[src/rtl/cluster_rate_monitor.sv]
// cluster_rate_monitor: windowed cluster-count sum/max/overflow monitor with sticky overflow and burst alarms
module cluster_rate_monitor #(
  parameter int CNT_BITS     = 8,
  parameter int OVF_THRESH   = 8,
  parameter int WINDOW_LOG2  = 12,
  parameter int ACC_BITS     = 20,
  parameter int OVF_CNT_BITS = 16,
  parameter int BURST_LEN    = 4
) (
  input  logic                    clock4x,
  input  logic                    reset,
  input  logic [CNT_BITS-1:0]     cnt_in,
  input  logic                    cnt_valid,
  input  logic                    enable,
  input  logic                    clear_sticky,
  output logic                    win_valid,
  output logic                    win_partial,
  output logic [ACC_BITS-1:0]     win_sum,
  output logic [CNT_BITS-1:0]     win_max,
  output logic [OVF_CNT_BITS-1:0] win_ovf,
  output logic [WINDOW_LOG2:0]    win_samples,
  output logic                    sticky_ovf,
  output logic                    burst_alarm,
  output logic                    busy
);
  localparam int RUN_BITS = $clog2(BURST_LEN + 1);
  localparam logic [WINDOW_LOG2:0] WIN_LEN = {1'b1, {WINDOW_LOG2{1'b0}}};
  typedef enum logic [1:0] {IDLE, RUN, FLUSH} state_t;
  state_t                  state_q;
  logic [ACC_BITS-1:0]     sum_q, sum_d;
  logic [CNT_BITS-1:0]     max_q, max_d;
  logic [OVF_CNT_BITS-1:0] ovf_q, ovf_d;
  logic [WINDOW_LOG2:0]    smp_q, smp_d;
  logic [RUN_BITS-1:0]     run_q, run_d;
  logic                    win_valid_q, win_partial_q, sticky_q, burst_q, busy_q;
  logic [ACC_BITS-1:0]     win_sum_q;
  logic [CNT_BITS-1:0]     win_max_q;
  logic [OVF_CNT_BITS-1:0] win_ovf_q;
  logic [WINDOW_LOG2:0]    win_smp_q;
  logic [ACC_BITS:0]       sum_ext;
  logic                    accept, is_ovf, pub_full, pub, burst_hit;
  // Next-window totals assuming the current sample is accepted, and publish decisions
  always_comb begin
    accept    = state_q == RUN && cnt_valid && enable;
    is_ovf    = cnt_in > CNT_BITS'(OVF_THRESH);
    sum_ext   = {1'b0, sum_q} + (ACC_BITS+1)'(cnt_in);
    sum_d     = sum_ext[ACC_BITS] ? '1 : sum_ext[ACC_BITS-1:0];
    max_d     = cnt_in > max_q ? cnt_in : max_q;
    ovf_d     = is_ovf && ovf_q != '1 ? ovf_q + 1'b1 : ovf_q;
    smp_d     = smp_q + 1'b1;
    run_d     = !is_ovf ? '0 : run_q == RUN_BITS'(BURST_LEN) ? run_q : run_q + 1'b1;
    burst_hit = accept && is_ovf && run_d == RUN_BITS'(BURST_LEN);
    pub_full  = accept && smp_d == WIN_LEN;
    pub       = pub_full || (state_q == FLUSH && smp_q != '0);
  end
  // FSM, accumulators, published window registers and alarms
  always_ff @(posedge clock4x or posedge reset) begin
    if (reset) begin
      state_q       <= IDLE;
      sum_q         <= '0;
      max_q         <= '0;
      ovf_q         <= '0;
      smp_q         <= '0;
      run_q         <= '0;
      win_valid_q   <= 1'b0;
      win_partial_q <= 1'b0;
      win_sum_q     <= '0;
      win_max_q     <= '0;
      win_ovf_q     <= '0;
      win_smp_q     <= '0;
      sticky_q      <= 1'b0;
      burst_q       <= 1'b0;
      busy_q        <= 1'b0;
    end else begin
      case (state_q)
        IDLE:    state_q <= enable ? RUN : IDLE;
        RUN:     state_q <= enable ? RUN : FLUSH;
        default: state_q <= IDLE;
      endcase
      busy_q      <= state_q != IDLE;
      sticky_q    <= (sticky_q && !clear_sticky) || (accept && is_ovf);
      burst_q     <= (burst_q && !clear_sticky) || burst_hit;
      win_valid_q <= pub;
      if (pub) begin
        win_partial_q <= !pub_full;
        win_sum_q     <= pub_full ? sum_d : sum_q;
        win_max_q     <= pub_full ? max_d : max_q;
        win_ovf_q     <= pub_full ? ovf_d : ovf_q;
        win_smp_q     <= pub_full ? smp_d : smp_q;
      end
      if (state_q != RUN || pub_full) begin
        sum_q <= '0;
        max_q <= '0;
        ovf_q <= '0;
        smp_q <= '0;
      end else if (accept) begin
        sum_q <= sum_d;
        max_q <= max_d;
        ovf_q <= ovf_d;
        smp_q <= smp_d;
      end
      if (state_q != RUN) run_q <= '0;
      else if (accept) run_q <= run_d;
    end
  end
  assign win_valid   = win_valid_q;
  assign win_partial = win_partial_q;
  assign win_sum     = win_sum_q;
  assign win_max     = win_max_q;
  assign win_ovf     = win_ovf_q;
  assign win_samples = win_smp_q;
  assign sticky_ovf  = sticky_q;
  assign burst_alarm = burst_q;
  assign busy        = busy_q;
endmodule

[config.mk]
export PLATFORM = sky130hd
export DESIGN_NAME = cluster_rate_monitor
export DESIGN_NICKNAME = d
export VERILOG_FILES = /design/src/rtl/cluster_rate_monitor.sv
export SDC_FILE = /design/constraint.sdc
export NUM_CORES = 1
export LEC_CHECK = 0
export ABC_AREA = 1
export CAP_MARGIN = 20
export CORE_MARGIN = 2
export CORE_UTILIZATION = 62
export DETAILED_ROUTE_END_ITERATION = 6
export PLACE_DENSITY = 0.85
export RECOVER_POWER = 50
export SYNTH_ARGS = -nofsm -noshare
export SYNTH_HDL_FRONTEND = slang
export SYNTH_SLANG_ARGS = --single-unit
[constraint.sdc]
create_clock -name clock4x -period 7.6 [get_ports clock4x]
set_clock_uncertainty 0.05 [all_clocks]
set_input_delay 1.52 -clock clock4x [delete_from_list [all_inputs] [get_ports clock4x]]
set_output_delay 1.52 -clock clock4x [all_outputs]
set_load 0.005 [all_outputs]
==> metrics.md <==
| Metric | Value |
|---|---|
| Routability congestion estimate | `0.904` |
| Setup violators final | `0` |
| Library cells used by synthesis | `39` |
| Row count | `40` |
| WHS Endpoint | `win_samples[5]$_DFFE_PP0P_` |
| Min Hold Slack | `0.436 ns` |
| PnR worst setup slack | `2.80 ns` |
| Final period util | `63.2%` |
| RSZ-0062 raised after global routing | `false` |
| Initial antenna violation count | `0` |
| Bufs on Longest Clock Path | `2` |
| Seq/Total Area, Yosys | `41.4%` |
| Pint | `0.00136 W` |
| Reg-to-reg startpoint | `state_q[1]$_DFF_PP0_` |
| Mapped Cells | `1048` |
| Ant. Diodes | `0` |
| Fin. max-slew vios | `124` |
| Proportion of power drawn by combinational gates | `16.1%` |
| Worst-Skew Late Latency | `0.42 ns` |
| Worst Path Required | `7.83 ns` |
| DRT Pass-1 Iters | `6` |
| Height of the chip | `114 um` |
| Clk root buf | `clkbuf_16` |
| Flop pwr share | `43.0%` |
| IO Port Bufs | `74` |
| Postcts setup bufs | `0` |
| CTS Hold Bufs | `0` |
| Critical hold path startpoint | `win_samples[5]$_DFFE_PP0P_` |
| CTS tree | `built` |
| First-pass GRT wire length | `32300 um` |
| Inserted Clock Buffers | `17` |
| Dpl ws | `3.45 ns` |
| Hold Fails Final Rpt | `0` |
| Async set or reset register ratio after synthesis | `100%` |
| Total congestion overflow | `0` |
| Mean post-synth cell area | `7.16 sq um` |
| Largest net degree at the start of global routing | `68` |
| Violated checks | `max-capacitance violations, max-slew violations` |
| CP arrival | `5.03 ns` |
| Clk pwr share | `40.9%` |
| Main synth FF type | `dfrtp_1` |
| Worst-margin pin slew | `2.85 ns` |
| Buf+Inv Stages, Crit Path | `3` |
| Cell Area, Synth | `7500 sq um` |
| Leakage | `4.24 nW` |
| Area Overhead vs Synth | `16.7%` |
| Critical Path Start Type | `input pin` |
| I/O pin count | `75` |
| # DRC | `0` |
| Worst path slowest cell | `clkinvlp_2` |
| Fmax | `0.208 GHz` |
| Vias in the first global route | `6859` |
| Via density | `5.79` |
| Reg-to-reg endpoint | `win_max[6]$_DFFE_PP0P_` |
| Resized Gates After CTS | `0` |
| Worst Hold Depth | `2` |
| VDD IR-drop max | `0.134 mV` |
| Slowest cell delay on critical path | `1.62 ns` |
| Switching share of total power | `25.1%` |
| Setup crit end kind | `asynchronous set/reset pin` |
| Gr usage total | `31.0%` |
| Worst Hold Class | `reg2reg` |
| Yosys warns | `0` |
| Status | `complete, but fails checks` |
| Die Area | `13000 sq um` |
| Post-route minimum period | `4.80 ns` |
| Post-DP HPWL | `11800 um` |
| Final antenna-violating net count | `0` |
| Die Wd | `114 um` |
| Routed wire per std cell | `15.2 um` |
| CTS clock-pin slew for the worst setup and hold paths | `0.05 ns` |
| Clock Sinks | `124` |
| Layout cell share with drive strength beyond 1 | `5.27%` |
| Critical path, cell by cell | `dlygate4sd3_1, clkinvlp_2, clkbuf_2` |
| Vias | `7226` |
| Largest delay share family, worst path | `buffers and inverters` |
| DRT iter0 DRCs | `559` |
| Sw power | `0.000455 W` |
| FF-to-FF setup slack | `4.21 ns` |
| Max-cap check violation count | `2` |
| Worst Setup Path Type | `in2async` |
| FF-to-FF path depth | `10` |
| Power Density | `207 nW/um^2` |
| Initial Util | `63.0%` |
| Number of synthesized flops with an enable pin | `0` |
| Mapped Nets | `1084` |
| Core area | `11900 sq um` |
| Final-stage net count | `1128` |
| Max_slew headroom | `-91.2%` |
| Max H-tree Level | `4` |
| Crit path max fanout | `65` |
| WL final | `19000 um` |
| Synth Register Bits | `124` |
| Setup TNS | `0 ns` |
==> sequential cells by signal, summed over array words and instances, names as in the netlist, 2 cells and up <==
name and cells:
win_samples 13, ovf_q 16, win_max 8, win_ovf 16, state_q 2, run_q 3, win_sum 20, max_q 8
sum_q 20, smp_q 13
==> tightest hold or removal path, cell delays in order (launching register included) <==
cell and delay, ns:
dfrtp_1 0.33, nand3_1 0.07, nand2_1 0.05
==> synthesized netlist by cell type (2+ instances only) <==
cell	number	share of area, %
nand2_1	319	16
nand3_1	271	18
dfrtp_1	124	41
inv_1	82	4.1
nor2_1	54	2.7
clkbuf_1	30	1.5
o21ai_0	23	1.5
ha_1	22	3.7
nand4_1	15	1.3
buf_2	13	0.87
o21ai_1	11	0.73
xor2_1	11	1.3
nor3_1	10	0.67
a21oi_1	6	0.40
buf_1	6	0.30
nand3b_1	6	0.60
nor2_2	5	0.42
buf_6	4	0.60
inv_2	4	0.20
or2_2	4	0.33
buf_4	3	0.30
nand3_2	3	0.40
nor2_4	3	0.45
o21bai_1	2	0.20
o31ai_1	2	0.20
xnor2_1	2	0.23
==> metrics by stage <==
stage | total power, W | area (sq um) | cells | utilization [%]
2_1_floorplan | 0.000926 | 7500 | 1048 | -
3_3_place_gp | 0.00111 | 8210 | 1219 | 68.9
3_5_place_dp | 0.00112 | 8230 | 1220 | 69.1
4_1_cts | 0.00185 | 8770 | 1248 | 73.6
5_1_grt | 0.00190 | 8760 | 1248 | 73.5
6_report | 0.00181 | 8760 | 1248 | 73.5
==> metal layers <==
metal  track usage, %  vias up  part of all wire [%]
met5                0        -                     0
met4             12.2        0                   1.9
met3             6.38       30                   6.7
met2             51.7      296                    49
met1             39.9     3363                    43
li1                 -     3537                     -
==> cells by family (layout without fill, tap and decap cells) <==
logic type,count (synthesis),after routing,synth area share [%]
xor gates and xnor gates,13,13,1.52
and+or+nand+nor,694,694,41.5
DFF,124,124,41.4
buffers and inverters,143,196,7.92
adders and majority gates,23,23,3.94
AOI/OAI and AO/OA,51,51,3.82
==> power groups by stage <==
stage / registers (W) / clock network, W / logic (W)
CTS: 0.000784 / 0.000746 / 0.000323
detailed placement: 0.000795 / 0 / 0.000320
global placement: 0.000794 / 0 / 0.000313
finish: 0.000780 / 0.000741 / 0.000293
global route: 0.000790 / 0.000786 / 0.000329
floorplan: 0.000794 / 0 / 0.000133
==> cell usage in the layout (no fill, tap or decap), drive strengths merged, types with 5 or more instances in the layout <==
master	n
nand3	274
dfrtp	124
nand3b	6
o21ai	34
a21oi	7
nand4	16
nor3	10
clkdlybuf4s50	10
buf	5
nor2	63
xor2	11
nand2	320
dlygate4sd3	64
inv	86
ha	22
clkbuf	29
==> how the worst max path moves through the flow <==
stage          depth (start not counted)                endpoint       from  slack [ns]
2_1_floorplan                          1   burst_alarm$_DFF_PP0_      reset        2.73
3_3_place_gp                           8    ovf_q[0]$_DFFE_PP0P_     enable        3.45
3_5_place_dp                          10    sum_q[2]$_DFFE_PP0P_  cnt_in[4]        3.45
4_1_cts                               10  win_sum[2]$_DFFE_PP0P_  cnt_in[4]        3.85
5_1_grt                                3    smp_q[7]$_DFFE_PP0P_      reset        2.06
6_report                               3    smp_q[6]$_DFFE_PP0P_      reset        2.80
==> final cells by class <==
class | instances | area, sq um
fillers | 925 | 3150
multi-input cells | 781 | 3810
well taps | 147 | 184
clock inverters | 1 | 5.00
repair buffers | 81 | 800
inverters | 87 | 328
flip-flops and latches | 124 | 3100
clock buffers | 27 | 533
Note: power is estimated with default switching activity, not from simulation.
